`src/rtl/sauria_intr_aggregator.sv`:
```
// ----------------------------------------------------------------------------
// sauria_intr_aggregator
//
// Purpose:
//   Collapses N_SRC completion sources onto one coalesced host interrupt line.
//   The sources are the control FSM, the DMA reader, the DMA writer, the SAURIA
//   core, and any channels added later.
//   - Each source has an enable bit and an edge/level mode bit.
//   - Each source has sticky pending and overflow bits, cleared by
//     write-1-to-clear.
//   - The interrupt fires when the saturating event count reaches the
//     threshold, or when a COLLECT timeout expires.
//
// Ports:
//   i_system_clk     system clock
//   i_system_rst     synchronous active-high reset
//   i_src            raw interrupt requests, one bit per source
//   i_cfg_enable     per-source enable (0 = events ignored)
//   i_cfg_edge_mode  1 = rising-edge event, 0 = level (one event per high cycle)
//   i_coal_thresh    event count that fires o_intr (0 or 1 = immediate)
//   i_coal_timeout   max cycles spent in COLLECT before firing (0 = disabled)
//   i_clr_valid      clear strobe, always accepted
//   i_clr_mask       write-1-to-clear mask for pending and overflow bits
//   o_pending        sticky pending bitmap
//   o_overflow       sticky: event arrived while that source was already pending
//   o_evt_cnt        saturating count of events since the last full clear
//   o_intr           aggregated interrupt, registered
// ----------------------------------------------------------------------------
module sauria_intr_aggregator #(
  parameter int N_SRC = 4,
  parameter int CNT_W = 8,
  parameter int TO_W  = 16
) (
  input  logic             i_system_clk,
  input  logic             i_system_rst,
  input  logic [N_SRC-1:0] i_src,
  input  logic [N_SRC-1:0] i_cfg_enable,
  input  logic [N_SRC-1:0] i_cfg_edge_mode,
  input  logic [CNT_W-1:0] i_coal_thresh,
  input  logic [TO_W-1:0]  i_coal_timeout,
  input  logic             i_clr_valid,
  input  logic [N_SRC-1:0] i_clr_mask,
  output logic [N_SRC-1:0] o_pending,
  output logic [N_SRC-1:0] o_overflow,
  output logic [CNT_W-1:0] o_evt_cnt,
  output logic             o_intr
);

  // Wide enough to hold the largest counter value plus one cycle's events.
  localparam int SUM_W = CNT_W + $clog2(N_SRC + 1);

  typedef enum logic [1:0] {
    ST_IDLE,
    ST_COLLECT,
    ST_ASSERT
  } state_e;

  state_e           state_q, state_d;
  logic [N_SRC-1:0] prev_q;
  logic [N_SRC-1:0] pend_q, pend_d;
  logic [N_SRC-1:0] ovf_q, ovf_d;
  logic [CNT_W-1:0] cnt_q, cnt_d;
  logic [TO_W-1:0]  timer_q, timer_d;
  logic             intr_q, intr_d;

  logic [N_SRC-1:0] evt;
  logic [N_SRC-1:0] clr;
  logic [SUM_W-1:0] evt_num;
  logic [SUM_W-1:0] cnt_sum;
  logic [CNT_W-1:0] cnt_sat;
  logic [CNT_W-1:0] thresh_eff;
  logic             active_next;
  logic             timeout_hit;

  // Per-source event detection. prev_q tracks i_src every cycle, even while
  // the source is disabled. Re-enabling a source that is already high
  // therefore raises no stale edge.
  for (genvar gi = 0; gi < N_SRC; gi++) begin : g_evt
    assign evt[gi] = i_cfg_enable[gi] &
                     (i_cfg_edge_mode[gi] ? (i_src[gi] & ~prev_q[gi]) : i_src[gi]);
  end

  always_comb begin
    clr    = i_clr_valid ? i_clr_mask : '0;
    // A set always wins over a clear on the same bit in the same cycle.
    pend_d = (pend_q & ~clr) | evt;
    // Overflow looks at pending before the clear, so an event landing on a
    // bit that is being cleared in the same cycle is still flagged.
    ovf_d  = (ovf_q & ~clr) | (evt & pend_q);

    evt_num = '0;
    for (int i = 0; i < N_SRC; i++) begin
      evt_num = evt_num + SUM_W'(evt[i]);
    end
    cnt_sum = SUM_W'(cnt_q) + evt_num;
    cnt_sat = (|cnt_sum[SUM_W-1:CNT_W]) ? '1 : cnt_sum[CNT_W-1:0];

    // A disabled source's pending bit stays visible but does not hold the FSM.
    active_next = |(pend_d & i_cfg_enable);
    thresh_eff  = (i_coal_thresh == '0) ? CNT_W'(1) : i_coal_thresh;
    timeout_hit = (i_coal_timeout != '0) && (timer_q == (i_coal_timeout - TO_W'(1)));

    state_d = state_q;
    cnt_d   = cnt_sat;
    timer_d = timer_q;

    unique case (state_q)
      ST_IDLE: begin
        if (active_next && (cnt_sat >= thresh_eff)) begin
          state_d = ST_ASSERT;
        end else if (active_next) begin
          state_d = ST_COLLECT;
          timer_d = '0;
        end
      end
      ST_COLLECT: begin
        if (!active_next) begin
          state_d = ST_IDLE;
          cnt_d   = '0;
          timer_d = '0;
        end else if (cnt_sat >= i_coal_thresh) begin
          state_d = ST_ASSERT;
        end else if (timeout_hit) begin
          state_d = ST_ASSERT;
        end else if (timer_q != '1) begin
          timer_d = timer_q + TO_W'(1);
        end
      end
      ST_ASSERT: begin
        if (!active_next) begin
          state_d = ST_IDLE;
          cnt_d   = '0;
        end
      end
      default: begin
        state_d = ST_IDLE;
        cnt_d   = '0;
        timer_d = '0;
      end
    endcase

    intr_d = (state_d == ST_ASSERT);
  end

  always_ff @(posedge i_system_clk) begin
    if (i_system_rst) begin
      // Load the edge detector with the live inputs. A source held high
      // across reset release then produces no spurious edge.
      prev_q  <= i_src;
      pend_q  <= '0;
      ovf_q   <= '0;
      cnt_q   <= '0;
      timer_q <= '0;
      state_q <= ST_IDLE;
      intr_q  <= 1'b0;
    end else begin
      prev_q  <= i_src;
      pend_q  <= pend_d;
      ovf_q   <= ovf_d;
      cnt_q   <= cnt_d;
      timer_q <= timer_d;
      state_q <= state_d;
      intr_q  <= intr_d;
    end
  end

  assign o_pending  = pend_q;
  assign o_overflow = ovf_q;
  assign o_evt_cnt  = cnt_q;
  assign o_intr     = intr_q;

endmodule
```
`config.mk`:
```
export PLATFORM = sky130hd
export DESIGN_NAME = sauria_intr_aggregator
export DESIGN_NICKNAME = d
export VERILOG_FILES = /design/src/rtl/sauria_intr_aggregator.sv
export SDC_FILE = /design/constraint.sdc
export NUM_CORES = 1
export LEC_CHECK = 0
export ABC_AREA = 1
export CAP_MARGIN = 20
export CORE_MARGIN = 3
export CORE_UTILIZATION = 58
export DETAILED_ROUTE_END_ITERATION = 6
export PLACE_DENSITY = 0.85
export SYNTH_ARGS = -nofsm -noshare
export SYNTH_HDL_FRONTEND = slang
export SYNTH_SLANG_ARGS = --single-unit
```
`constraint.sdc`:
```
create_clock -name i_system_clk -period 6.05 [get_ports i_system_clk]
set_input_delay 0.9075 -clock i_system_clk [delete_from_list [all_inputs] [get_ports i_system_clk]]
set_output_delay 0.9075 -clock i_system_clk [all_outputs]
set_load 0.01 [all_outputs]
```
# ---- Yosys cells after proc, flatten, opt, wreduce, memory -nomap -nowiden
# Cells that the tools add are included.
dict set report totals {
  register_bits 39
  input_bits 43
  output_inout_bits 17
  word_cells 77
}
dict set report op_classes {
  add_sub_neg 6
  order_cmp 2
  eq_ne 10
  n_mux 23
  n_bitwise 20
  n_reduce_logical 9
}
# cell n
set op_table {}
lappend op_table {{$mux W16} 6}
lappend op_table {{$pmux W16 S3} 1}
lappend op_table {{$mux W8} 3}
lappend op_table {{$add A16 B1 Y16 const B} 1}
lappend op_table {{$and A4 B4 Y4} 4}
lappend op_table {{$eq A16 B16 Y1} 1}
lappend op_table {{$ge A8 B8 Y1} 2}
lappend op_table {{$ne A16 B16 Y1 const B} 1}
lappend op_table {{$pmux W8 S2} 1}
lappend op_table {{$reduce_bool A16 Y1} 1}
lappend op_table {{$sub A16 B1 Y16 const B} 1}
lappend op_table {{$mux W2} 6}
lappend op_table {{$add A8 B4 Y9} 1}
lappend op_table {{$ne A3 B3 Y1 const B} 3}
lappend op_table {{$and A1 B1 Y1} 8}
lappend op_table {{$logic_not A8 Y1} 1}
lappend op_table {{$or A4 B4 Y4} 2}
lappend op_table {{$pmux W2 S3} 1}
lappend op_table {{$reduce_and A6 Y1} 1}
lappend op_table {{$not A1 Y1} 5}
lappend op_table {{$add A3 B1 Y4} 1}
lappend op_table {{$eq A2 B2 Y1 const B} 2}
lappend op_table {{$mux W1} 4}
lappend op_table {{$mux W4} 1}
lappend op_table {{10 further kinds} 12}

# ---- Logic depth before layout (Yosys ltp)
dict set report logic_depth {
  ltp_word 15
  depth_mapped 27
  ltp_nobuf 26
}

# ---- Least setup slack after synthesis
# No wires, ideal clock.
dict set report synth_timing {
  kind {input to register}
  from {in i_cfg_edge_mode[0]}
  to {reg timer_q[10]}
  setup_ps 70
  arrival_time_ps 4191
  required_time_ps 5980
  slack_ps 1789
  stages 24
  n_path_buf 2
  cell_sequence {nand2_1 -> nand3_1 -> fa_1 -> fa_1 -> inv_1 -> fa_1 -> nand2_1 -> nor2_1 -> nand2_2 -> nand2_1 -> nor2_1 -> inv_1 -> ha_1 -> a21oi_1 -> nor3_1 -> a211oi_1 -> nand2_1 -> nand2_1 -> nand2_1 -> nor2_2 -> buf_6 -> buf_6 -> nand3_1 -> a21oi_1}
}
dict set report synth_via {
  elab_chain_len 12
  word_cells_on_any_way 22
  cone_classes {add/sub (4); order compare (2); eq/ne (5); mux (4); bitwise (3); reduce/logical (4)}
}
# item line_no
set synth_rtl {}
lappend synth_rtl {{start, declared} 38} ;# input logic [N_SRC-1:0] i_cfg_edge_mode,
lappend synth_rtl {{$mux W1 *} 80} ;# (i_cfg_edge_mode[gi] ? (i_src[gi] & ~prev_q[gi]) : i_src[gi]);
lappend synth_rtl {{$and A1 B1 Y1 *} 79} ;# assign evt[gi] = i_cfg_enable[gi] &
lappend synth_rtl {{$add A1 B1 Y2} 93} ;# evt_num = evt_num + SUM_W'(evt[i]);
lappend synth_rtl {{$add A2 B1 Y3} 93}
lappend synth_rtl {{$add A3 B1 Y4} 93}
lappend synth_rtl {{$add A8 B4 Y9} 95} ;# cnt_sum = SUM_W'(cnt_q) + evt_num;
lappend synth_rtl {{$reduce_or A3 Y1} 96} ;# cnt_sat = (|cnt_sum[SUM_W-1:CNT_W]) ? '1 : cnt_sum[CNT_W-1:0];
lappend synth_rtl {{$mux W8} 96}
lappend synth_rtl {{$ge A8 B8 Y1} 109} ;# if (active_next && (cnt_sat >= thresh_eff)) begin
lappend synth_rtl {{$logic_and A1 B1 Y1} 109}
lappend synth_rtl {{$ne A2 B2 Y1 (no line)} n/a}
lappend synth_rtl {{$reduce_and A6 Y1 (no line)} n/a}
lappend synth_rtl {{end signal, assigned} 161} ;# timer_q <= timer_d;
lappend synth_rtl {{end, declared} 63} ;# logic [TO_W-1:0] timer_q, timer_d;
# Every way passes the cells marked *; elsewhere a longest branch is shown, timed or not.
# A chain may end at the register's enable or synchronous reset.

# ---- Final worst setup path
dict set report layout_timing {
  from {in i_cfg_enable[0]}
  to {reg timer_q[4]}
}
dict set report layout_via {
  elab_chain_len 11
  word_cells_on_any_way 21
  cone_classes {add/sub (4); order compare (2); eq/ne (5); mux (3); bitwise (3); reduce/logical (4)}
}
# item line_no
set layout_rtl {}
lappend layout_rtl {{start, declared} 37} ;# input logic [N_SRC-1:0] i_cfg_enable,
lappend layout_rtl {{$and A1 B1 Y1} 79}
lappend layout_rtl {{$add A1 B1 Y2} 93}
lappend layout_rtl {{$add A2 B1 Y3} 93}
lappend layout_rtl {{$add A3 B1 Y4} 93}
lappend layout_rtl {{$add A8 B4 Y9} 95}
lappend layout_rtl {{$reduce_or A3 Y1} 96}
lappend layout_rtl {{$mux W8} 96}
lappend layout_rtl {{$ge A8 B8 Y1} 109}
lappend layout_rtl {{$logic_and A1 B1 Y1} 109}
lappend layout_rtl {{$ne A2 B2 Y1 (no line)} n/a}
lappend layout_rtl {{$reduce_and A6 Y1 (no line)} n/a}
# Several ways; a longest one is shown, not always the timed one.

==> metrics list <==
- Number of synthesis warnings: 0
- Mapped Avg Cell Area: 6.423 µm²
- Dividing the detail-routed via count by the number of cells gives 5.287.
- In the routed design, unresolved DRC markers number 0.
* Number of cells produced by synthesis: 510
* Launching element type of the critical path: primary input
* Floorplan core area: 5270 µm²
- Vias in the first global route: 3203
- Commonest non-fill, non-tap cell in the layout: nand2_1
- Die width: 81.15 µm
* Worst hold path class: register to register
* Iter 0 DRT Violations: 190
- Net count, final: 633
* DP Worst Slack: 0.6586 ns
- Setup slack on the worst reg-to-reg path comes out at 1.70 ns.
- Deepest level of the CTS H-tree: 2
- Summed over all failing endpoints, the final setup total negative slack is 0 ns.
* Number of placed I/O pins: 60
- R2R depth: 23
* Sort of element at the end of the critical path: register
* Number of CTS-inserted buffers: 5
- After detailed routing, the met2 layer carries 4171 µm of wire.
- Largest net degree at the start of global routing: 25
* Dpl cells: 629
* End point of the most critical hold path: o_overflow[1]
- The routed layout has 3368 vias.
- Hold bufs inserted after CTS: 0
* Sum of met3 wire segment lengths after detailed routing: 435 µm
* Reg2reg start: prev_q[0]
- After synthesis the cells add up to 3276 µm².
* Setup repair after global routing missed its margin: no
* Critical path required time: 6.26 ns
* Count of pins over their slew limit: 0
* Hold violation total from the final report: 0
- Number of fill cells in the layout: 460
- The clock arrives with 0.009030 ns of skew.
* Maximum Capacitance Violations: 0
- Highest net fanout along the worst path: 15
- Of the cells placed in the final design, the portion with a size suffix greater than 1 is 6.526%.
- The slowest stage of the critical path belongs to the cell fa_1.
- For this design the static power due to leakage is 1.793 nW.
* Highest routed layer: met4
- Met1 Routed Length: 3413 µm
* Clock Tree Root: clkbuf_8
* Crit share post-route: 84.88%
- Share of synthesized registers carrying an async set or reset: 0%
- The worst hold path was traced through 2 stages.
- Min Tclk post-route: 5.135 ns
- CTS max path bufs: 2
- Setup fix buffers added after clock tree synthesis: 0
- Initial core utilization: 62.16%
- Compared with the post-synthesis result, the final layout area differs by 20.02%.
- The most numerous cell type found on the critical path is nand2_1.
- Top library cells by usage in the layout, fill and taps aside: nand2_1, inv_1, nor2_1, clkdlybuf4s50_1, nand3_1
- At the end of routability-driven placement, the weighted congestion stood at 0.9696.
* CTS clock-pin slew for the worst setup and hold paths: 0.08 ns
- In this run the critical register-to-register path is captured at timer_q[4].
- CTS tree: done
- The first TritonRoute pass finished after 4 iterations.
- Antenna cell count: 0
- The initial antenna violation count is 0.
* PwrDens: 169.4 nW/µm²
- The run finished with clean final reports.
- After legalization and detailed placement, the total HPWL measured 6406 µm.
* Post-synth EDFFs: 0
* Startpoint of the worst hold path: o_overflow[1]
- Headroom to the max-slew limit came out at 40.03%.
- Clock sinks: 39
* Die Y-Extent: 81.15 µm
- After synthesis, the netlist uses 39 different library cells.
- Clk Latency, worst-skew pair: 0.29 ns
* Congestion Overflow GR: 0
- Worst-Margin Slew: 0.8967 ns
- Walking the worst path, the cells encountered are clkdlybuf4s50_1 -> nand3_1 -> fa_1 -> fa_1 -> inv_1 -> nand3_1 -> o21ai_0 -> nand3_1 -> nand2_1 -> nand2_1 -> nor2_1 -> inv_1 -> ha_1 -> a21oi_1 -> nor3_1 -> a211oi_1 -> nand2_1 -> nand2_1 -> nand2_1 -> nor2_2 -> buf_4 -> nand3_1 -> a21oi_1.
- In the final routed layout, each cell accounts on average for 12.69 µm.
- Data arrives at the worst endpoint at 5.34 ns.
- Global-route usage over all layers: 25.87%
* Peak per-stage delay on the critical path: 0.53 ns
- Setup ws final: 0.9149 ns
- The most used flip-flop cell after synthesis is dfxtp_1.
- Across all hold checks on the routed design, the worst slack comes to 0.4690 ns.
- Global-route wire length before repair: 13510 µm
* Final std cells w/o fill: 637
* Final routed wirelength across all metal layers: 8085 µm
- Total number of placement rows: 26
- When the netlist entered floorplanning its net count stood at 577.
- The detail route stage leaves a number of antenna-violating nets equal to 0.
- Resized Gates After CTS: 0
* Quantity of I/O buffers inserted on ports: 59
- Sequential elements use 23.83% of the synthesized area.
- Area of the die: 6585 µm²
- Setup violations remaining at the end of the flow were counted as 0.
- After synthesis the netlist holds a flip-flop and latch count of 39.
- IR analysis of the VDD net gives a maximum drop of 0.1576 mV.
- Setup Crit Path Kind: primary input to register
- Achievable frequency: 194.7 MHz
==> metal layers <==
metal	vias to the layer above	track usage [%]
li1	1735	-
met1	1526	28.64
met2	97	49.75
met3	10	5.211
met4	0	6.588
met5	-	0
==> state kept, by name, summed over array words and instances (netlist names) <==
register / count
timer_q: 16
o_pending: 4
prev_q: 4
state_q: 2
o_intr: 1
o_overflow: 4
o_evt_cnt: 8
==> per-stage QoR <==
stage               power [mW]  util [%]  cell area (µm²)
floorplan               0.4285         -             3276
global placement        0.4923     73.05             3850
detailed placement      0.4993     73.05             3850
CTS                     0.6666     74.60             3931
global route            0.7044     74.60             3931
finish                  0.6659     74.60             3931
==> synth_stat cells (2+ instances only) <==
master,count,area (µm²)
nand2_1,127,476.7
inv_1,73,274.0
nor2_1,59,221.5
nand3_1,49,245.2
dfxtp_1,39,780.8
a21oi_1,28,140.1
ha_1,21,262.8
nor3_1,19,95.09
xor2_1,15,131.4
nand2_2,10,62.56
xnor2_1,10,87.58
nand4_1,6,37.54
o21ai_0,6,30.03
nor2_2,5,31.28
buf_6,4,45.04
nor4_1,4,25.02
a21oi_2,3,26.28
fa_1,3,60.06
nand3_2,3,30.03
or2_2,3,18.77
clkbuf_2,2,10.01
clkbuf_8,2,27.53
inv_2,2,7.510
nand3b_1,2,15.01
==> cell families after synthesis <==
logic type               after synthesis  synth area share [%]
AO/OA/AOI/OAI                         45                 7.945
AND/OR/NAND/NOR                      289                 39.42
XOR/XNOR                              25                 6.684
flip-flops                            39                 23.84
buffers and inverters                 88                 12.26
adder cells (fa/ha/maj)               24                 9.855
==> worst max-delay path: cells and delay by family <==
| family | cells | cell delay, ns |
|---|---|---|
| AND/OR/NAND/NOR | 12 | 1.35 |
| adder cells (fa/ha/maj) | 3 | 1.27 |
| buffers and inverters | 4 | 0.97 |
| AO/OA/AOI/OAI | 4 | 0.84 |
==> power by group <==
| group | total (mW) | internal (mW) | switching [mW] |
|---|---|---|---|
| sequential | 0.281 | 0.268 | 0.0124 |
| clock | 0.171 | 0.0809 | 0.0897 |
| combinational | 0.215 | 0.0923 | 0.122 |
| total | 0.666 | 0.441 | 0.224 |
==> layout make-up <==
cell class / count / area [µm²] / share of cell area, %
Tap cell: 70 / 87.58 / 2.228
Inverter: 77 / 290.3 / 7.384
Timing Repair Buffer: 60 / 598.1 / 15.21
Clock buffer: 7 / 76.32 / 1.941
Clock inverter: 1 / 5.005 / 0.1273
Sequential cell: 39 / 780.7 / 19.86
Multi-Input combinational cell: 383 / 2093 / 53.25
==> worst max path at each step <==
stage | from | end | slack, ns | cells after the start
after detailed placement | i_cfg_enable[0] | timer_q[4] | 0.66 | 23
after floorplan | i_cfg_edge_mode[0] | timer_q[10] | 1.79 | 24
after global routing | i_cfg_enable[0] | timer_q[10] | 0.49 | 23
after global placement | i_cfg_enable[0] | timer_q[2] | 0.79 | 23
final | i_cfg_enable[0] | timer_q[4] | 0.91 | 23
after CTS | i_cfg_enable[0] | timer_q[4] | 0.94 | 23
(Power assumes the default switching activity.)
